[src/rtl/detect_sweep_ctrl.sv]
`default_nettype none
// ============================================================================
// Module   : detect_sweep_ctrl
// Purpose  : Sweeps codes 0..2**WIDTH-1 through an external detector and
//            records a per-code hit mask and a hit count.
//            Optional abort support is enabled by DETECT_SWEEP_ABORT_EN.
// Revision : 1.0  initial release
// ============================================================================
module detect_sweep_ctrl #(
  parameter int WIDTH  = 3,
  parameter int SETTLE = 1
) (
  input  logic                  clk,
  input  logic                  reset,
  input  logic                  start,
  input  logic                  f,
`ifdef DETECT_SWEEP_ABORT_EN
  input  logic                  abort,
  output logic                  aborted,
`endif
  output logic [WIDTH-1:0]      code,
  output logic                  busy,
  output logic                  done,
  output logic [WIDTH:0]        hit_count,
  output logic [(1<<WIDTH)-1:0] hit_mask
);

  typedef enum logic [1:0] {
    IDLE  = 2'd0,
    DRIVE = 2'd1,
    DONE  = 2'd2
  } state_t;

  localparam logic [3:0]       SETTLE_LAST = 4'(SETTLE);
  localparam logic [WIDTH-1:0] CODE_LAST   = '1;

  state_t                state_q, state_d;
  logic [WIDTH-1:0]      code_q, code_d;
  logic [3:0]            cnt_q, cnt_d;
  logic [WIDTH:0]        hit_count_q, hit_count_d;
  logic [(1<<WIDTH)-1:0] hit_mask_q, hit_mask_d;
  logic                  abort_req;

`ifdef DETECT_SWEEP_ABORT_EN
  logic aborted_q, aborted_d;

  assign abort_req = abort;

  always_comb begin
    aborted_d = (state_q == DRIVE) && abort;
  end

  always_ff @(posedge clk) begin
    if (reset) aborted_q <= 1'b0;
    else       aborted_q <= aborted_d;
  end

  assign aborted = aborted_q;
`else
  assign abort_req = 1'b0;
`endif

  always_comb begin
    state_d     = state_q;
    code_d      = code_q;
    cnt_d       = cnt_q;
    hit_count_d = hit_count_q;
    hit_mask_d  = hit_mask_q;
    case (state_q)
      IDLE: begin
        code_d = '0;
        if (start) begin
          state_d     = DRIVE;
          cnt_d       = '0;
          hit_count_d = '0;
          hit_mask_d  = '0;
        end
      end
      DRIVE: begin
        // Abort takes priority even over the final sample edge.
        if (abort_req) begin
          state_d = IDLE;
          code_d  = '0;
          cnt_d   = '0;
        end else if (cnt_q != SETTLE_LAST) begin
          cnt_d = cnt_q + 4'd1;
        end else begin
          hit_mask_d[code_q] = f;
          hit_count_d        = hit_count_q + {{WIDTH{1'b0}}, f};
          cnt_d              = '0;
          if (code_q == CODE_LAST) state_d = DONE;
          else                     code_d  = code_q + WIDTH'(1);
        end
      end
      DONE: begin
        state_d = IDLE;
        code_d  = '0;
      end
      default: begin
        state_d = IDLE;
        code_d  = '0;
      end
    endcase
  end

  always_ff @(posedge clk) begin
    if (reset) begin
      state_q     <= IDLE;
      code_q      <= '0;
      cnt_q       <= '0;
      hit_count_q <= '0;
      hit_mask_q  <= '0;
    end else begin
      state_q     <= state_d;
      code_q      <= code_d;
      cnt_q       <= cnt_d;
      hit_count_q <= hit_count_d;
      hit_mask_q  <= hit_mask_d;
    end
  end

  assign code      = code_q;
  assign busy      = (state_q == DRIVE);
  assign done      = (state_q == DONE);
  assign hit_count = hit_count_q;
  assign hit_mask  = hit_mask_q;

endmodule
`default_nettype wire

[config.mk]
export PLATFORM = sky130hd
export DESIGN_NAME = detect_sweep_ctrl
export DESIGN_NICKNAME = d
export VERILOG_FILES = /design/src/rtl/detect_sweep_ctrl.sv
export SDC_FILE = /design/constraint.sdc
export NUM_CORES = 1
export LEC_CHECK = 0
export BUFFER_PORTS_ARGS = -buffer_cell sky130_fd_sc_hd__buf_2
export CAP_MARGIN = 20
export CORE_ASPECT_RATIO = 1.5
export CORE_MARGIN = 10
export CORE_UTILIZATION = 54
export CTS_CLUSTER_DIAMETER = 150
export DETAILED_ROUTE_END_ITERATION = 10
export PLACE_DENSITY = 0.82
export SYNTH_ARGS = -nofsm -noshare
export SYNTH_HDL_FRONTEND = slang
export SYNTH_SLANG_ARGS = --single-unit
export TNS_END_PERCENT = 1
[constraint.sdc]
create_clock -name clk -period 2.1 [get_ports clk]
set_clock_uncertainty 0.05 [all_clocks]
set_input_delay 0.105 -clock clk [delete_from_list [all_inputs] [get_ports clk]]
set_output_delay 0.105 -clock clk [all_outputs]
set_load 0.005 [all_outputs]
Word-level counts from Yosys, hierarchy flattened

Index checks and enable logic that the tools add are counted.

Bits in latches: 0
Input port bits: 4
Flip-flop bits (word level): 21
Memories kept: 0
Memory bits (writable): 0
Memory bits (read-only): 0
Output and inout port bits: 17
Word-level logic and storage cells: 43

Mux-type cells: 15
Multipliers: 0
Order comparisons: 2
Reductions and logical operators: 8
Add/sub/neg operators: 3
Equal/unequal tests: 7
Shifts and indexed selects: 0
Div/mod/pow operators: 0
Bitwise operators: 3

Operator list:

| kind                                                                          | count |
|---|---|
| 8-bit 2-to-1 mux                                                              | 2 |
| 4-bit case mux with 2 select lines                                            | 2 |
| 8-bit case mux with 2 select lines                                            | 1 |
| 4-bit 2-to-1 mux                                                              | 3 |
| 8-bit bitwise mux                                                             | 1 |
| 2-bit 2-to-1 mux                                                              | 3 |
| 3-bit AND reduction                                                           | 2 |
| 4-bit by 1-bit adder with 4-bit output                                        | 1 |
| 4-bit by 1-bit adder with 4-bit output (second input constant)                | 1 |
| 3-bit by 4-bit less-than comparator with 1-bit output (second input constant) | 1 |
| 2-bit inequality test (second input constant)                                 | 2 |
| 4-bit by 1-bit inequality test with 1-bit output (second input constant)      | 1 |
| 2-bit case mux with 2 select lines                                            | 1 |
| 2-bit AND reduction                                                           | 2 |
| 3-bit by 1-bit adder with 3-bit output (second input constant)                | 1 |
| 1-bit demux with 3-bit select                                                 | 1 |
| 3-bit == test (second input constant)                                         | 1 |
| 3-bit by 1-bit >= comparator with 1-bit output (second input constant)        | 1 |
| 1-bit NOT                                                                     | 3 |
| 2-bit by 1-bit == test with 1-bit output (second input constant)              | 1 |
| 2-bit == test (second input constant)                                         | 1 |
| 2-bit zero test                                                               | 1 |
| 2-bit by 1-bit inequality test with 1-bit output (second input constant)      | 1 |
| 2-bit nonzero test                                                            | 1 |
| other kinds (3)                                                               | 3 |

Depth between registers and ports, before layout

Gate-level depths: netlist of run 1.

Depth after elaboration: 7
Gate-level depth with buffers: 6
Mapped depth without buffers: 5

Worst setup path before layout of run 1

No wires, ideal clock.

Kind: flip-flop to flip-flop
Start: register code_q[0], in the netlist code[0]
End: register code_q[1], in the netlist code[1]
Required time: 1934 ps
Data arrival time: 1380 ps
Period minus slack after synthesis: 1546 ps
Stages on the path, launching flop included: 6
Buffers on the path: 0
Slack: 554 ps
Library setup time: 116 ps
Cells stage by stage: dfxtp_1 -> ha_1 -> ha_1 -> nor4b_2 -> mux2i_1 -> nor2_1

Word-level cells in the longest chain between the ends: 3
Elaborated cells on any way between the ends: 4
Classes of those cells: add/sub: 1; eq/ne: 1; bitwise: 1; reduce/logical: 1

Ends and longest elaborated chain:

| what                                                                                           | line | source |
|---|---|---|
| start: declaration                                                                             | 38   | `logic [WIDTH-1:0] code_q, code_d;` |
| start signal: assignment                                                                       | 115  | `code_q <= code_d;` |
| parallel branches: the longest is 3 deep, another holds 3-bit by 1-bit adder with 3-bit output | --   |  |

Parallel ways; which one is timed is not known.
A chain may end at the register's enable or synchronous reset.

Worst setup path in the final report of run 1

Ends and elaborated chain as after synthesis.

==> results of run 1 <==
-- synthesized netlist by cell type --
cell       number  area, um^2
or3_1           4        25.0
a311oi_1        1        8.76
a221oi_1        6        52.6
nor4b_2         1        15.0
dfxtp_1        21         420
nor2_1          5        18.8
or3b_1          4        35.0
o22ai_1         2        12.5
buf_4           1        7.51
nand4b_1        1        8.76
clkbuf_1        5        18.8
o21bai_1        1        7.51
or3b_2          2        17.5
nand4bb_1       1        11.3
nand3_1         3        15.0
a221oi_2        2        30.0
or2_2           1        6.26
a21oi_1         4        20.0
a211oi_2        2        25.0
xnor2_1         1        8.76
mux2i_1         7        70.1
buf_2           3        15.0
ha_1            6        75.1
nor2b_1         2        12.5
nor3b_2         1        12.5
inv_1           9        33.8
o32ai_1         6        52.6
nand2_1         4        15.0
o21ai_0         2        10.0
nand4_1         1        6.26
nand2b_1       11        68.8
nand3b_1        8        60.1
-- kinds of logic after synthesis --
family          after synthesis  share of synthesized area, %
xor+xnor                      1                         0.732
simple gates                 49                          27.4
flops                        21                          35.1
compound gates               26                          18.3
fa+ha+maj                     6                          6.28
mux                           7                          5.86
buf+inv                      18                          6.28
-- how the worst min path moves through the flow --
stage                                         from                       end  slack, ns  depth (start not counted)
after detailed placement  hit_mask[5]$_SDFFE_PP0P_  hit_mask[5]$_SDFFE_PP0P_       0.42                          2
after floorplan                              reset     cnt_q[3]$_SDFFE_PP0P_       0.24                          2
after global routing                         reset     cnt_q[1]$_SDFFE_PP0P_       0.17                          2
final                                        reset     cnt_q[1]$_SDFFE_PP0P_       0.14                          2
after CTS                                    reset     cnt_q[0]$_SDFFE_PP0P_       0.13                          2
after global placement    hit_mask[1]$_SDFFE_PP0P_  hit_mask[1]$_SDFFE_PP0P_       0.41                          2
-- critical path, cell delays in order (launching register included) --
cell,delay (ns)
dfxtp_1,0.45
ha_1,0.26
ha_1,0.22
nor4b_2,0.44
mux2i_1,0.24
nor2_1,0.05
-- stage by stage --
step	cells	hold slack [ns]	utilization, %	power [mW]
after CTS	168	0.133	64.2	0.705
final	168	0.142	64.2	0.700
after floorplan	128	0.235	-	0.482
after detailed placement	164	0.415	62.8	0.502
after global routing	168	0.167	64.2	0.726
after global placement	164	0.413	62.8	0.499
-- flip-flops by register name, indices dropped and copies added, names as in the netlist --
register and count:
cnt_q 4, code 3, hit_count 4, hit_mask 8, state_q 2
-- power breakdown --
part	switching, mW	internal, mW
sequential	0.00657	0.403
combinational	0.0452	0.0379
clock	0.136	0.0715
-- cell type report --
type                            instances  area (um^2)  area share [%]
Sequential cell                        21          420            31.5
Timing Repair Buffer                   23          123            9.20
Multi-Input combinational cell         89          701            52.6
Clock buffer                            3         22.5            1.69
Clock inverter                          1         5.00           0.376
Tap cell                               22         27.5            2.07
Inverter                                9         33.8            2.54
-- routing by layer --
metal,vias up,wire [um],track usage (%)
met5,-,0,0
met4,0,72,7.78
met3,6,158,3.75
met2,24,1140,17.5
met1,469,1110,13.5
li1,512,-,-
==> results.sh, run 1 <==
export IMPL_peakVddDrop_uv=406
export IMPL_antenna_found_initial=0
export IMPL_cp_arrival_ns=1.99
export IMPL_diodes=0
export IMPL_stdcell_area_mm2=0.00133
export IMPL_drc_errors=0
export IMPL_synthesis_nets=138
export IMPL_hold_viol=0
export IMPL_port_buffers=20
export IMPL_cts_buffer_depth=2
export IMPL_synthCells=128
export IMPL_cts_tree="yes"
export IMPL_die_h_um=77.6
export IMPL_drt_wl_total_mm=2.48
export IMPL_coreArea_mm2=0.00208
export IMPL_cts_buffers=3
export IMPL_layout_commonest_cell="dfxtp_1"
export IMPL_status="completed"
export IMPL_cts_sinks=21
export IMPL_grt_pass1_vias=958
export IMPL_fmax_mhz=553
export IMPL_crit_required_ns=2.28
export IMPL_ioPinCount=21
export IMPL_slew_violations=0
export IMPL_hold_class="primary input to register"
export IMPL_die_w_um=58.4
export IMPL_cts_root_buf="clkbuf_4"
export IMPL_syn_area_mm2=0.00120
export IMPL_vias=1011
export IMPL_setup_tns_ns=0
export IMPL_grt_max_degree=25
export IMPL_ctsResizeCount=0
export IMPL_cap_violations=0
export IMPL_track_usage_pct=11.6
export IMPL_first_pass_iters=4
export IMPL_worst_setup_path_type="register to register"
export IMPL_grt_overflow=0
export IMPL_final_nets=157
export IMPL_endpoint="code[1]$_SDFFE_PP0P_"
export IMPL_synth_seq_cells=21
export IMPL_crit_path_start_kind="register"
export IMPL_drive_above_1_share_pct=24.7
export IMPL_ys_types=32
export IMPL_drtIter0Drc=35
export IMPL_r2r_worst_path_cells=5
export IMPL_grt_pass1_wl_mm=4.29
export IMPL_worst_setup_path_end_kind="register"
export IMPL_setup_viol=0
export IMPL_fin_crit_sh_pct=86.1
export IMPL_postLayoutSetupSlackWorst_ns=0.291
export IMPL_dieArea_mm2=0.00454
export IMPL_synthesis_area_per_instance_um2=9.34
export IMPL_num_fill_cells=188
export IMPL_fin_crit_ns=1.81
export IMPL_placed_area_mm2=0.00131
export IMPL_clkSlewWorstSetupHoldPaths_ns=0.12
export IMPL_post_cts_setup_buffers=0
export IMPL_rows=20
export IMPL_reg2reg_slack_ns=0.29
export IMPL_rsz0062_at_grt="no"
export IMPL_leakagePower_nw=0.523
export IMPL_area_delta_synth_final_pct=11.4
export IMPL_place_congestion=0.771
export IMPL_start_util_pct=57.6
export IMPL_synth_warnings=0
export IMPL_timing_slew_headroom_pct=68.4
export IMPL_cp_max_fo=15
export IMPL_startpoint="code[0]$_SDFFE_PP0P_"
export IMPL_layout_common_cells="dfxtp_1 (21), buf_2 (20), nand2b_1 (11), inv_1 (9), nand3b_1 (8)"
export IMPL_h_tree_depth=1
export IMPL_post_place_ws_ns=0.310
export IMPL_hpwl_mm=1.85
export IMPL_powerDensity_mw_per_mm2=525
export IMPL_r2r_start="code[0]$_SDFFE_PP0P_"
export IMPL_worst_pin_slew_ns=0.473
export IMPL_ant_nets=0
export IMPL_synth_seq_area_share_pct=35.1
export IMPL_cts_hold_buf=0
export IMPL_detail_route_vias_per_cell=6.02
export IMPL_wire_per_inst_um=14.8
export IMPL_r2r_end="code[1]$_SDFFE_PP0P_"
export IMPL_clock_latency_ns=0.32
Power figures use the tool's default switching activity.
==> run 2, diff against run 1 <==
--- a/config.mk
+++ b/config.mk
@@ -7,10 +7,10 @@
 export LEC_CHECK = 0
 export BUFFER_PORTS_ARGS = -buffer_cell sky130_fd_sc_hd__buf_2
 export CAP_MARGIN = 20
-export CORE_ASPECT_RATIO = 1.5
 export CORE_MARGIN = 10
 export CORE_UTILIZATION = 54
 export CTS_CLUSTER_DIAMETER = 150
+export CTS_CLUSTER_SIZE = 24
 export DETAILED_ROUTE_END_ITERATION = 10
 export PLACE_DENSITY = 0.82
 export SYNTH_ARGS = -nofsm -noshare
==> results.sh, run 2 (synthesis results as in run 1) <==
export IMPL_grt_pass1_wl_mm=4.51
export IMPL_fmax_mhz=536
export IMPL_cts_tree="yes"
export IMPL_antenna_found_initial=0
export IMPL_final_core_util_pct=65.1
export IMPL_wl_met3_um=138
export IMPL_peakVddDrop_uv=395
export IMPL_crit_slowest_cell="dfxtp_1"
export IMPL_final_nets=156
export IMPL_internal_power_mw=0.515
export IMPL_track_usage_pct=12.3
export IMPL_min_path_cells=2
export IMPL_clkSlewWorstSetupHoldPaths_ns=0.12
export IMPL_crit_required_ns=2.24
export IMPL_hold_class="primary input to register"
export IMPL_cp_arrival_ns=2.01
export IMPL_worst_pin_slew_ns=0.563
export IMPL_first_pass_iters=5
export IMPL_coreArea_mm2=0.00204
export IMPL_ctsResizeCount=0
export IMPL_met2WireLength_mm=1.27
export IMPL_die_w_um=67.1
export IMPL_slowest_delay_ns=0.46
export IMPL_drive_above_1_share_pct=23.4
export IMPL_rsz0062_at_grt="no"
export IMPL_grt_max_degree=25
export IMPL_rows=16
export IMPL_cp_max_fo=15
export IMPL_placed_area_mm2=0.00130
export IMPL_timing_slew_headroom_pct=62.4
export IMPL_crit_path_start_kind="register"
export IMPL_reg2reg_slack_ns=0.23
export IMPL_cp_common_cell="ha_1"
export IMPL_ant_nets=0
export IMPL_wire_per_inst_um=15.1
export IMPL_drt_wl_total_mm=2.60
export IMPL_vias=985
export IMPL_cap_violations=0
export IMPL_setup_tns_ns=0
export IMPL_cts_buffer_depth=2
export IMPL_hpwl_mm=1.92
export IMPL_postLayoutSetupSlackWorst_ns=0.233
export IMPL_stdcell_area_mm2=0.00133
export IMPL_worst_setup_path_type="register to register"
export IMPL_top_layer_used="met4"
export IMPL_grt_pass1_vias=1017
export IMPL_swShare_pct=24.8
export IMPL_dieArea_mm2=0.00450
export IMPL_path_buf_inv=0
export IMPL_drc_errors=0
export IMPL_p_switching_mw=0.170
export IMPL_leakagePower_nw=0.515
export IMPL_r2r_end="code[1]$_SDFFE_PP0P_"
export IMPL_min_delay_start="reset"
export IMPL_layout_common_cells="dfxtp_1 (21), buf_2 (20), nand2b_1 (11), inv_1 (9), nand3b_1 (8)"
export IMPL_post_place_ws_ns=0.276
export IMPL_fin_crit_ns=1.87
export IMPL_worst_setup_path_end_kind="register"
export IMPL_finalPower_mw=0.685
export IMPL_path_delay_family="simple AND/OR/NAND/NOR gates"
export IMPL_setup_viol=0
export IMPL_drtIter0Drc=20
export IMPL_hold_path_endpoint="cnt_q[1]$_SDFFE_PP0P_"
export IMPL_clock_latency_ns=0.30
export IMPL_start_util_pct=58.6
export IMPL_ioPinCount=21
export IMPL_path_depth=5
export IMPL_cts_hold_buf=0
export IMPL_cts_buffers=3
export IMPL_cts_sinks=21
export IMPL_combPwrFrac_pct=12.5
export IMPL_port_buffers=20
export IMPL_r2r_start="code[0]$_SDFFE_PP0P_"
export IMPL_powerDensity_mw_per_mm2=515
export IMPL_area_delta_synth_final_pct=11.2
export IMPL_clkPwrFrac_pct=27.6
export IMPL_place_congestion=0.766
export IMPL_hold_viol=0
export IMPL_p_seq_share_pct=59.9
export IMPL_detail_route_vias_per_cell=5.73
export IMPL_h_tree_depth=1
export IMPL_r2r_worst_path_cells=5
export IMPL_largest_register_ffs=8
export IMPL_post_cts_setup_buffers=0
export IMPL_wl_met1_mm=1.17
export IMPL_grt_overflow=0
export IMPL_cts_root_buf="clkbuf_4"
export IMPL_die_h_um=67.1
export IMPL_fin_crit_sh_pct=88.9
export IMPL_status="completed"
export IMPL_path_cells="ha_1 > ha_1 > nor4b_2 > mux2i_1 > nor2_1"
export IMPL_diodes=0
export IMPL_slew_violations=0
export IMPL_layout_commonest_cell="dfxtp_1"
## run 2: cell types whose count changed in the layout (fill, tap and decap cells not counted)
| cell | change |
|---|---|
| clkbuf_1 | +1 |
| buf_4 | -1 |
| clkinv_2 | -1 |
## run 2: worst max-delay path by stage
stage,startpoint,endpoint,slack [ns]
floorplan,code[0]$_SDFFE_PP0P_,code[1]$_SDFFE_PP0P_,0.55
global placement,code[0]$_SDFFE_PP0P_,code[1]$_SDFFE_PP0P_,0.40
detailed placement,code[0]$_SDFFE_PP0P_,code[1]$_SDFFE_PP0P_,0.28
CTS,code[0]$_SDFFE_PP0P_,code[1]$_SDFFE_PP0P_,0.25
global route,code[0]$_SDFFE_PP0P_,code[2]$_SDFFE_PP0P_,0.1
finish,code[0]$_SDFFE_PP0P_,code[1]$_SDFFE_PP0P_,0.23
## run 2: stage by stage
step,hold WS [ns],std cells
3_3_place_gp,0.413,168
6_report,0.161,172
4_1_cts,0.163,172
3_5_place_dp,0.417,168
2_1_floorplan,0.235,128
5_1_grt,0.199,172
## run 2: worst reg2reg max path, cell delays in order (launching register included)
cell	delay, ns
dfxtp_1	0.46
ha_1	0.27
ha_1	0.22
nor4b_2	0.46
mux2i_1	0.25
nor2_1	0.06
## run 2: final cells by class
cell class / instances / area [um^2]
repair buffers: 22 / 115
clock buffers: 4 / 26.3
well taps: 27 / 33.8
multi-input cells: 89 / 701
flip-flops and latches: 21 / 420
fillers: 177 / 712
inverters: 9 / 33.8
## run 2: power groups by stage
stage               logic [mW]  registers (mW)  clock network [mW]
detailed placement      0.0851           0.419                   0
global route            0.0955           0.411               0.213
floorplan               0.0650           0.417                   0
finish                  0.0855           0.410               0.189
CTS                     0.0856           0.410               0.194
global placement        0.0807           0.418                   0
## run 2: metal layers
metal / GRT usage (%) / vias to the layer above
met3: 3.85 / 2
met2: 20.0 / 18
met5: 0 / -
met4: 4.87 / 0
li1: - / 505
met1: 14.5 / 460
==> run 3, diff against run 2 <==
--- a/config.mk
+++ b/config.mk
@@ -5,8 +5,7 @@
 export SDC_FILE = /design/constraint.sdc
 export NUM_CORES = 1
 export LEC_CHECK = 0
-export BUFFER_PORTS_ARGS = -buffer_cell sky130_fd_sc_hd__buf_2
-export CAP_MARGIN = 20
+export BUFFER_PORTS_ARGS = -buffer_cell sky130_fd_sc_hd__clkbuf_2
 export CORE_MARGIN = 10
 export CORE_UTILIZATION = 54
 export CTS_CLUSTER_DIAMETER = 150
==> results.sh, run 3 (synthesis results as in run 1) <==
export IMPL_hold_class="primary input to register"
export IMPL_drc_errors=0
export IMPL_crit_slowest_cell="dfxtp_1"
export IMPL_fmax_mhz=553
export IMPL_setup_tns_ns=0
export IMPL_drtIter0Drc=34
export IMPL_finalPower_mw=0.689
export IMPL_port_buffers=20
export IMPL_h_tree_depth=1
export IMPL_diodes=0
export IMPL_clock_latency_ns=0.31
export IMPL_grt_max_degree=25
export IMPL_largest_register_ffs=8
export IMPL_crit_required_ns=2.26
export IMPL_detail_route_vias_per_cell=5.84
export IMPL_coreArea_mm2=0.00204
export IMPL_dp_cells=168
export IMPL_final_nets=156
export IMPL_hold_viol=0
export IMPL_rows=16
export IMPL_leakagePower_nw=0.503
export IMPL_layout_commonest_cell="dfxtp_1"
export IMPL_cts_buffer_depth=2
export IMPL_fin_crit_sh_pct=86.2
export IMPL_hpwl_mm=1.94
export IMPL_peakVddDrop_uv=437
export IMPL_ant_nets=0
export IMPL_slew_violations=0
export IMPL_ctsResizeCount=0
export IMPL_grt_pass1_vias=967
export IMPL_setup_viol=0
export IMPL_cp_max_fo=15
export IMPL_grt_pass1_wl_mm=4.29
export IMPL_ioPinCount=21
export IMPL_cts_hold_buf=0
export IMPL_drive_above_1_share_pct=24.1
export IMPL_track_usage_pct=11.8
export IMPL_clkSlewWorstSetupHoldPaths_ns=0.12
export IMPL_cap_violations=0
export IMPL_worst_pin_slew_ns=0.550
export IMPL_fin_crit_ns=1.81
export IMPL_min_path_cells=2
export IMPL_cts_tree="yes"
export IMPL_antenna_found_initial=0
export IMPL_wire_per_inst_um=14.5
export IMPL_cts_sinks=21
export IMPL_status="completed"
export IMPL_cts_buffers=3
export IMPL_start_util_pct=58.6
export IMPL_path_cells="ha_1 > ha_1 > nor4b_2 > mux2i_1 > nor2_1"
export IMPL_post_cts_setup_buffers=0
export IMPL_slowest_delay_ns=0.46
export IMPL_cp_arrival_ns=1.97
export IMPL_grt_overflow=0
export IMPL_layout_common_cells="dfxtp_1 (21), clkbuf_2 (20), nand2b_1 (11), inv_1 (9), nand3b_1 (8)"
export IMPL_r2r_end="code[1]$_SDFFE_PP0P_"
export IMPL_worst_setup_path_type="register to register"
export IMPL_rsz0062_at_grt="no"
export IMPL_min_delay_start="reset"
export IMPL_r2r_worst_path_cells=5
export IMPL_cp_common_cell="ha_1"
export IMPL_place_congestion=0.749
export IMPL_die_w_um=67.1
export IMPL_powerDensity_mw_per_mm2=518
export IMPL_crit_path_start_kind="register"
export IMPL_die_h_um=67.1
export IMPL_area_delta_synth_final_pct=11.3
export IMPL_final_cells=172
export IMPL_timing_slew_headroom_pct=63.3
export IMPL_dieArea_mm2=0.00450
export IMPL_cts_root_buf="clkbuf_4"
export IMPL_reg2reg_slack_ns=0.29
export IMPL_hold_path_endpoint="cnt_q[2]$_SDFFE_PP0P_"
export IMPL_worst_setup_path_end_kind="register"
export IMPL_vias=1004
export IMPL_r2r_start="code[0]$_SDFFE_PP0P_"
export IMPL_first_pass_iters=4
export IMPL_drt_wl_total_mm=2.49
## run 3: changes by cell type in the layout (fill, tap and decap cells not counted), sizes merged
cell,before,now
buf,22,2
clkbuf,4,23
clkinv,0,1
## run 3: how the worst max path moves through the flow
stage	startpoint	endpoint	slack, ns	cells after the start
floorplan	code[0]$_SDFFE_PP0P_	code[1]$_SDFFE_PP0P_	0.55	5
global placement	code[0]$_SDFFE_PP0P_	code[1]$_SDFFE_PP0P_	0.40	5
detailed placement	code[0]$_SDFFE_PP0P_	code[1]$_SDFFE_PP0P_	0.31	5
CTS	code[0]$_SDFFE_PP0P_	code[1]$_SDFFE_PP0P_	0.29	5
global route	code[0]$_SDFFE_PP0P_	code[2]$_SDFFE_PP0P_	0.16	5
finish	code[0]$_SDFFE_PP0P_	code[1]$_SDFFE_PP0P_	0.29	5
## run 3: layout make-up
cell class / count / area (um^2)
clock buffer: 3 / 22.5
clock inverter: 1 / 5.00
fill: 185 / 711
inverter: 9 / 33.8
multi-input combinational: 89 / 701
sequential: 21 / 420
tap: 27 / 33.8
timing repair buffer: 22 / 115
## run 3: report_power, final
| group | switching (mW) | internal, mW |
|---|---|---|
| logic | 0.0462 | 0.0379 |
| clock network | 0.124 | 0.0712 |
| registers | 0.00677 | 0.403 |
| total | 0.177 | 0.512 |
## run 3: worst max-delay path: cells and delay by family (launching register included)
kind,cells,cell delay (ns)
AND/OR/NAND/NOR,2,0.48
adder cells (fa/ha/maj),2,0.48
flip-flops,1,0.46
multiplexers,1,0.25
## run 3: metrics by stage
step	utilization [%]	cell area, um^2	hold slack, ns	setup slack (ns)
floorplan	-	1200	0.235	0.554
detailed placement	63.8	1300	0.419	0.308
global route	65.2	1330	0.221	0.159
CTS	65.2	1330	0.173	0.292
global placement	63.8	1300	0.415	0.395
finish	65.2	1330	0.184	0.291
## run 3: routing by layer
metal  wire, um  track usage (%)
met3        173             3.34
met2       1190             18.5
met4         32             5.64
met5          0                0
met1       1100             14.5
